[src/rtl/lbus_rx2axis.sv]
// lbus_rx2axis: LBUS receive segment to AXI4-Stream bridge.
//
// Accepts one 128-bit LBUS segment per cycle and buffers it in a
// first-word-fall-through FIFO. On overflow, packets are truncated or
// dropped whole, so every beat that reaches the output belongs to a
// packet closed by tlast. mty on the closing beat becomes tkeep.
//
// Ports:
//   clk, rst                 clock, asynchronous active-high reset
//   lbus_rx_data/ena/sop/eop LBUS segment, start/end of packet
//   lbus_rx_err/mty          error flag and empty byte count (with eop)
//   m_axis_*                 AXI4-Stream master (tuser = packet error)
//   overflow                 sticky, set when any packet is cut or dropped
//   drop_cnt                 saturating count of cut or dropped packets
module lbus_rx2axis #(
  parameter int DEPTH = 16,
  parameter int CNT_W = 16
) (
  input  logic             clk,
  input  logic             rst,
  input  logic [127:0]     lbus_rx_data,
  input  logic             lbus_rx_ena,
  input  logic             lbus_rx_sop,
  input  logic             lbus_rx_eop,
  input  logic             lbus_rx_err,
  input  logic [3:0]       lbus_rx_mty,
  output logic [127:0]     m_axis_tdata,
  output logic [15:0]      m_axis_tkeep,
  output logic             m_axis_tvalid,
  input  logic             m_axis_tready,
  output logic             m_axis_tlast,
  output logic             m_axis_tuser,
  output logic             overflow,
  output logic [CNT_W-1:0] drop_cnt
);

  localparam int AW = $clog2(DEPTH);
  localparam logic [AW:0] DEPTH_L = (AW+1)'(DEPTH);

  typedef enum logic [1:0] {IDLE, IN_PKT, DROP} state_t;

  typedef struct packed {
    logic [127:0] data;
    logic [3:0]   mty;
    logic         last;
    logic         user;
  } entry_t;

  function automatic logic [15:0] mty_to_keep(input logic [3:0] mty, input logic last);
    return last ? (16'hFFFF << mty) : 16'hFFFF;
  endfunction

  function automatic logic [CNT_W-1:0] sat_inc(input logic [CNT_W-1:0] v);
    return (v == {CNT_W{1'b1}}) ? v : v + 1'b1;
  endfunction

  state_t      state, state_nxt;
  entry_t      mem [DEPTH];
  entry_t      wr_entry, head;
  logic [AW:0] wptr, rptr, count, free;
  logic        wr, pop, drop;

  assign count = wptr - rptr;
  // Space is judged before this cycle's pop, so a pop never frees room
  // for a write in the same cycle.
  assign free  = DEPTH_L - count;
  assign pop   = m_axis_tvalid && m_axis_tready;

  always_comb begin
    state_nxt     = state;
    wr            = 1'b0;
    drop          = 1'b0;
    wr_entry.data = lbus_rx_data;
    wr_entry.mty  = lbus_rx_mty;
    wr_entry.last = 1'b0;
    wr_entry.user = 1'b0;
    if (lbus_rx_ena) begin
      case (state)
        IDLE: begin
          if (!lbus_rx_sop) begin
            // Orphan beat: skip the rest of this fragment without counting it.
            if (!lbus_rx_eop) state_nxt = DROP;
          end else if (lbus_rx_eop) begin
            if (free >= (AW+1)'(1)) begin
              wr            = 1'b1;
              wr_entry.last = 1'b1;
              wr_entry.user = lbus_rx_err;
            end else begin
              drop = 1'b1;
            end
          end else if (free >= (AW+1)'(2)) begin
            // Two entries needed: this beat plus one kept for the closing beat.
            wr        = 1'b1;
            state_nxt = IN_PKT;
          end else begin
            drop      = 1'b1;
            state_nxt = DROP;
          end
        end
        IN_PKT: begin
          if (lbus_rx_eop) begin
            // The reserved entry guarantees room here.
            wr            = (free != '0);
            wr_entry.last = 1'b1;
            wr_entry.user = lbus_rx_err;
            state_nxt     = IDLE;
          end else if (free >= (AW+1)'(2)) begin
            wr = 1'b1;
          end else begin
            // Last free entry closes the packet as an errored, full beat.
            wr            = (free != '0);
            wr_entry.mty  = 4'd0;
            wr_entry.last = 1'b1;
            wr_entry.user = 1'b1;
            drop          = 1'b1;
            state_nxt     = DROP;
          end
        end
        DROP: begin
          if (lbus_rx_eop) state_nxt = IDLE;
        end
        default: state_nxt = IDLE;
      endcase
    end
  end

  always_ff @(posedge clk or posedge rst) begin
    if (rst) begin
      state    <= IDLE;
      wptr     <= '0;
      rptr     <= '0;
      overflow <= 1'b0;
      drop_cnt <= '0;
    end else begin
      state <= state_nxt;
      wptr  <= wptr + {{AW{1'b0}}, wr};
      rptr  <= rptr + {{AW{1'b0}}, pop};
      if (drop) begin
        overflow <= 1'b1;
        drop_cnt <= sat_inc(drop_cnt);
      end
    end
  end

  always_ff @(posedge clk) begin
    if (wr) mem[wptr[AW-1:0]] <= wr_entry;
  end

  // Outputs are forced to zero whenever the FIFO is empty, which also
  // covers reset, since the storage itself is never cleared.
  assign head          = mem[rptr[AW-1:0]];
  assign m_axis_tvalid = (count != '0);
  assign m_axis_tdata  = m_axis_tvalid ? head.data : '0;
  assign m_axis_tkeep  = m_axis_tvalid ? mty_to_keep(head.mty, head.last) : '0;
  assign m_axis_tlast  = m_axis_tvalid && head.last;
  assign m_axis_tuser  = m_axis_tvalid && head.user;

endmodule
[config.mk]
export PLATFORM = sky130hd
export DESIGN_NAME = lbus_rx2axis
export DESIGN_NICKNAME = d
export VERILOG_FILES = /design/src/rtl/lbus_rx2axis.sv
export SDC_FILE = /design/constraint.sdc
export NUM_CORES = 2
export LEC_CHECK = 0
export CORE_MARGIN = 2
export CORE_UTILIZATION = 60
export CTS_CLUSTER_SIZE = 20
export DETAILED_ROUTE_END_ITERATION = 10
export PLACE_DENSITY = 0.79
export SLEW_MARGIN = 20
export SYNTH_ARGS = -nofsm -noshare
export SYNTH_HDL_FRONTEND = slang
export SYNTH_SLANG_ARGS = --single-unit
[constraint.sdc]
create_clock -name clk -period 22.1 [get_ports clk]
set_clock_uncertainty 0.2 [all_clocks]
set_input_delay 4.42 -clock clk [delete_from_list [all_inputs] [get_ports clk]]
set_output_delay 4.42 -clock clk [all_outputs]
set_load 0.02 [all_outputs]
==> metrics.md <==
| Metric | Value |
|---|---|
| # nets final | slightly below 4000 |
| Final Wtd Congestion | 0.755 |
| Synthesized cell area | approximately 83000 µm² |
| Ratio of total power to cell area | 135 nW/µm² |
| # DRC | 0 |
| Die Width | 376 µm |
| Hold-fix buffer count after cts | 0 |
| Setup Crit Path Kind | flip-flop to output port |
| Final period util | 0.516 |
| # clock sinks | 2173 |
| Hold_sp | drop_cnt[13] |
| Detail Route Antenna Nets | 0 |
| Fraction of layout cells with a size suffix above 1 | 0.264 |
| Reg2Reg Depth | 13 |
| Sequential area share after synthesis | 0.783 |
| Slew @ Worst Pin | 1140 ps |
| Wire per inst | approximately 33 µm |
| DRT iter0 DRCs | 4856 |
| Area contributors post-synth | edfxtp_1 (77%), mux4_2 (18%), and2_1 (1.0%) |
| Area of the die | between 100000 and 150000 µm² |
| Max-cap viol count | 0 |
| Total iterations of the first detailed-routing run | 5 |
| Hold depth | 1 |
| Tmin final | 11410 ps |
| Synth Instances | 3354 |
| Yosys cell types | between 50 and 60 |
| Pins Over Slew Limit | 0 |
| I/O Pins | 303 |
| CP Capture Type | output port |
| Starting Density | 0.605 |
| Detailed-placement wirelength estimate | ~88 mm |
| Total gr overflow | 0 |
| Core area | about 140000 µm² |
| Global-route usage over all layers | 0.275 |
| Final setup vio count | 0 |
| Startpoint Class | flip-flop |
| Peak VDD IR | about 0.00015 V |
| Fmax | slightly below 90 MHz |
| Routed via count | roughly 38000 |
| CP arrival | between 6000 and 7000 ps |
| Fillers | around 7900 |
| Sw Pwr | around 3.9 mW |
| Worst R2R Start | rptr[1] |
| Clk_lat worst skew | 820 ps |
| Worst setup margin | between 10000 and 15000 ps |
| Seq cells post-synth | between 2000 and 2500 |
| Post-Route WL | between 150 and 200 mm |
| CTS tree | done |
| Largest area contributor in the netlist | edfxtp_1 |
| Vias per cell | 6.62 |
| Clock transition at the registers of the reported paths | 60 ps |
| Status | finished clean |
| Comb power frac | 0.342 |
| Root buffer cell | clkbuf_16 |
| Area added between synthesis and finish | 14.2% |
| Flop pwr share | 0.390 |
| Commonest non-fill, non-tap cell in the layout | edfxtp_1 |
| RSZ-0062 raised after global routing | no |
| Yosys warnings | 0 |
| Sw Share | 0.303 |
| Leak | approximately 30 nW |
| Internal power | ~9 mW |
| Post-synthesis average cell area | around 25 µm² |
| Buffer count from post-CTS setup fixing | 0 |
| H-Tree Depth | 4 |
| Syn nets | between 3000 and 4000 |
| CTS Buf Count | 205 |
| First-pass GRT wire length | 277 mm |
| Hold Vio Cnt, Final | 0 |
| Worst setup path startpoint | rptr[1] |
| Post_cts resized | 0 |
| Largest net degree at the start of global routing | 152 |
| Ys flop type | edfxtp_1 |
| Post-synth ARST share | 0.0133 |
| Slew margin rel. | 0.237 |
| Initial antenna violation count | 26 |
| Post-synth EDFFs | ~2100 |
| Rows | 136 |
| Clock power share | 0.267 |
| Final setup TNS | 0 ps |
| Die Span Y | roughly 380 µm |
| Vias in the first global route | between 30000 and 40000 |
| Most frequent cells in the layout | edfxtp_1 (2144), mux4_2 (661), clkdlybuf4s50_1 (302) |
| Max Buffers Root-to-Sink | 3 |
| Hold Crit Class | flip-flop to flip-flop |
| Crit path required time | around 17000 ps |
| Top cell type's share of synthesized area | 0.775 |
| IO Port Bufs | 302 |
| CP max FO | 71 |
| DP Worst Slack | around 11000 ps |
## power groups by stage
| stage | combinational (mW) | sequential [mW] | clock [mW] |
|---|---|---|---|
| final | 4.38 | 4.99 | 3.42 |
| after global routing | 4.62 | 5.01 | 3.62 |
| after CTS | 4.44 | 5.00 | 3.47 |
| after detailed placement | 4.39 | 5.07 | 0 |
| after global placement | 4.36 | 5.05 | 0 |
| after floorplan | 2.91 | 5.07 | 0 |
## final timing paths
| check | end | slack, ps |
|---|---|---|
| setup / recovery | m_axis_tdata[45] | 10690 |
| setup reg to reg | mem[12][48] | 15000 |
| min in group asynchronous | drop_cnt[12] | 3790 |
| max in group asynchronous | rptr[0] | 17540 |
| hold / removal | drop_cnt[13] | 290 |
| hold reg to reg | drop_cnt[13] | 290 |
## cells in the mapped netlist, drive strengths merged (5+ instances only)
cell type and n:
mux2i 16, nor3 10, nor2b 7, nor2 10
buf 118, a21oi 15, nand4 6, clkbuf 56
xor2 6, dfrtp 29, mux4 661, nand3 17
and2 136, nand2 16, nand2b 6, inv 14
and3 5, xnor2 20, edfxtp 2144, nor4 6
ha 13
## final cells by class
class | count | area [µm²] | area share
sequential | 2173 | 65100 | 0.686
multi-input combinational | 993 | 17300 | 0.182
clock buffer | 260 | 5400 | 0.0569
timing repair buffer | 374 | 3700 | 0.0390
tap | 1794 | 2240 | 0.0237
clock inverter | 116 | 1080 | 0.0114
inverter | 14 | 62.6 | 0.000659
antenna | 11 | 27.5 | 0.000290
## kinds of logic after synthesis
family,after synthesis,synth area share
XOR/XNOR,27,0.00304
buffers and inverters,188,0.0101
flip-flops,2173,0.783
multiplexers,678,0.181
AND/OR/NAND/NOR,231,0.0165
adder cells (fa/ha/maj),14,0.00220
AO/OA/AOI/OAI,43,0.00369
## sequential cells by signal (all words and copies together), names as in the netlist
name and cells:
mem 2144, drop_cnt 16, overflow 1, wptr 5
rptr 5, state 2
## worst max-delay path: stages, from the launching register on
cell             delay (ps)
dfrtp_4                1070
buf_4                   880
inv_1                   200
ha_1                    340
a221oi_2                330
xor2_1                  120
and3_1                  190
ha_1                    470
inv_4                   660
buf_4                   730
and2_1                  240
clkdlybuf4s50_1         620
## layer usage
layer | track usage | vias up | wire length, µm
met2 | 0.456 | 2073 | 97700
met5 | 0 | - | 149
li1 | - | 15300 | -
met4 | 0.0789 | 24 | 4420
met1 | 0.380 | 20300 | 70200
met3 | 0.0526 | 289 | 17000
## metrics by stage
| step | instances | area [µm²] | power, mW | utilization | hold slack (ps) |
|---|---|---|---|---|---|
| final | 5735 | 94900 | 12.8 | 0.690 | 294 |
| after global routing | 5733 | 94900 | 13.3 | 0.690 | 304 |
| after CTS | 5724 | 94900 | 12.9 | 0.690 | 289 |
| after detailed placement | 5348 | 88400 | 9.46 | 0.643 | 270 |
| after global placement | 5348 | 88400 | 9.41 | 0.643 | 259 |
| after floorplan | 3354 | 83100 | 7.99 | - | 264 |
(Power assumes the default switching activity.)
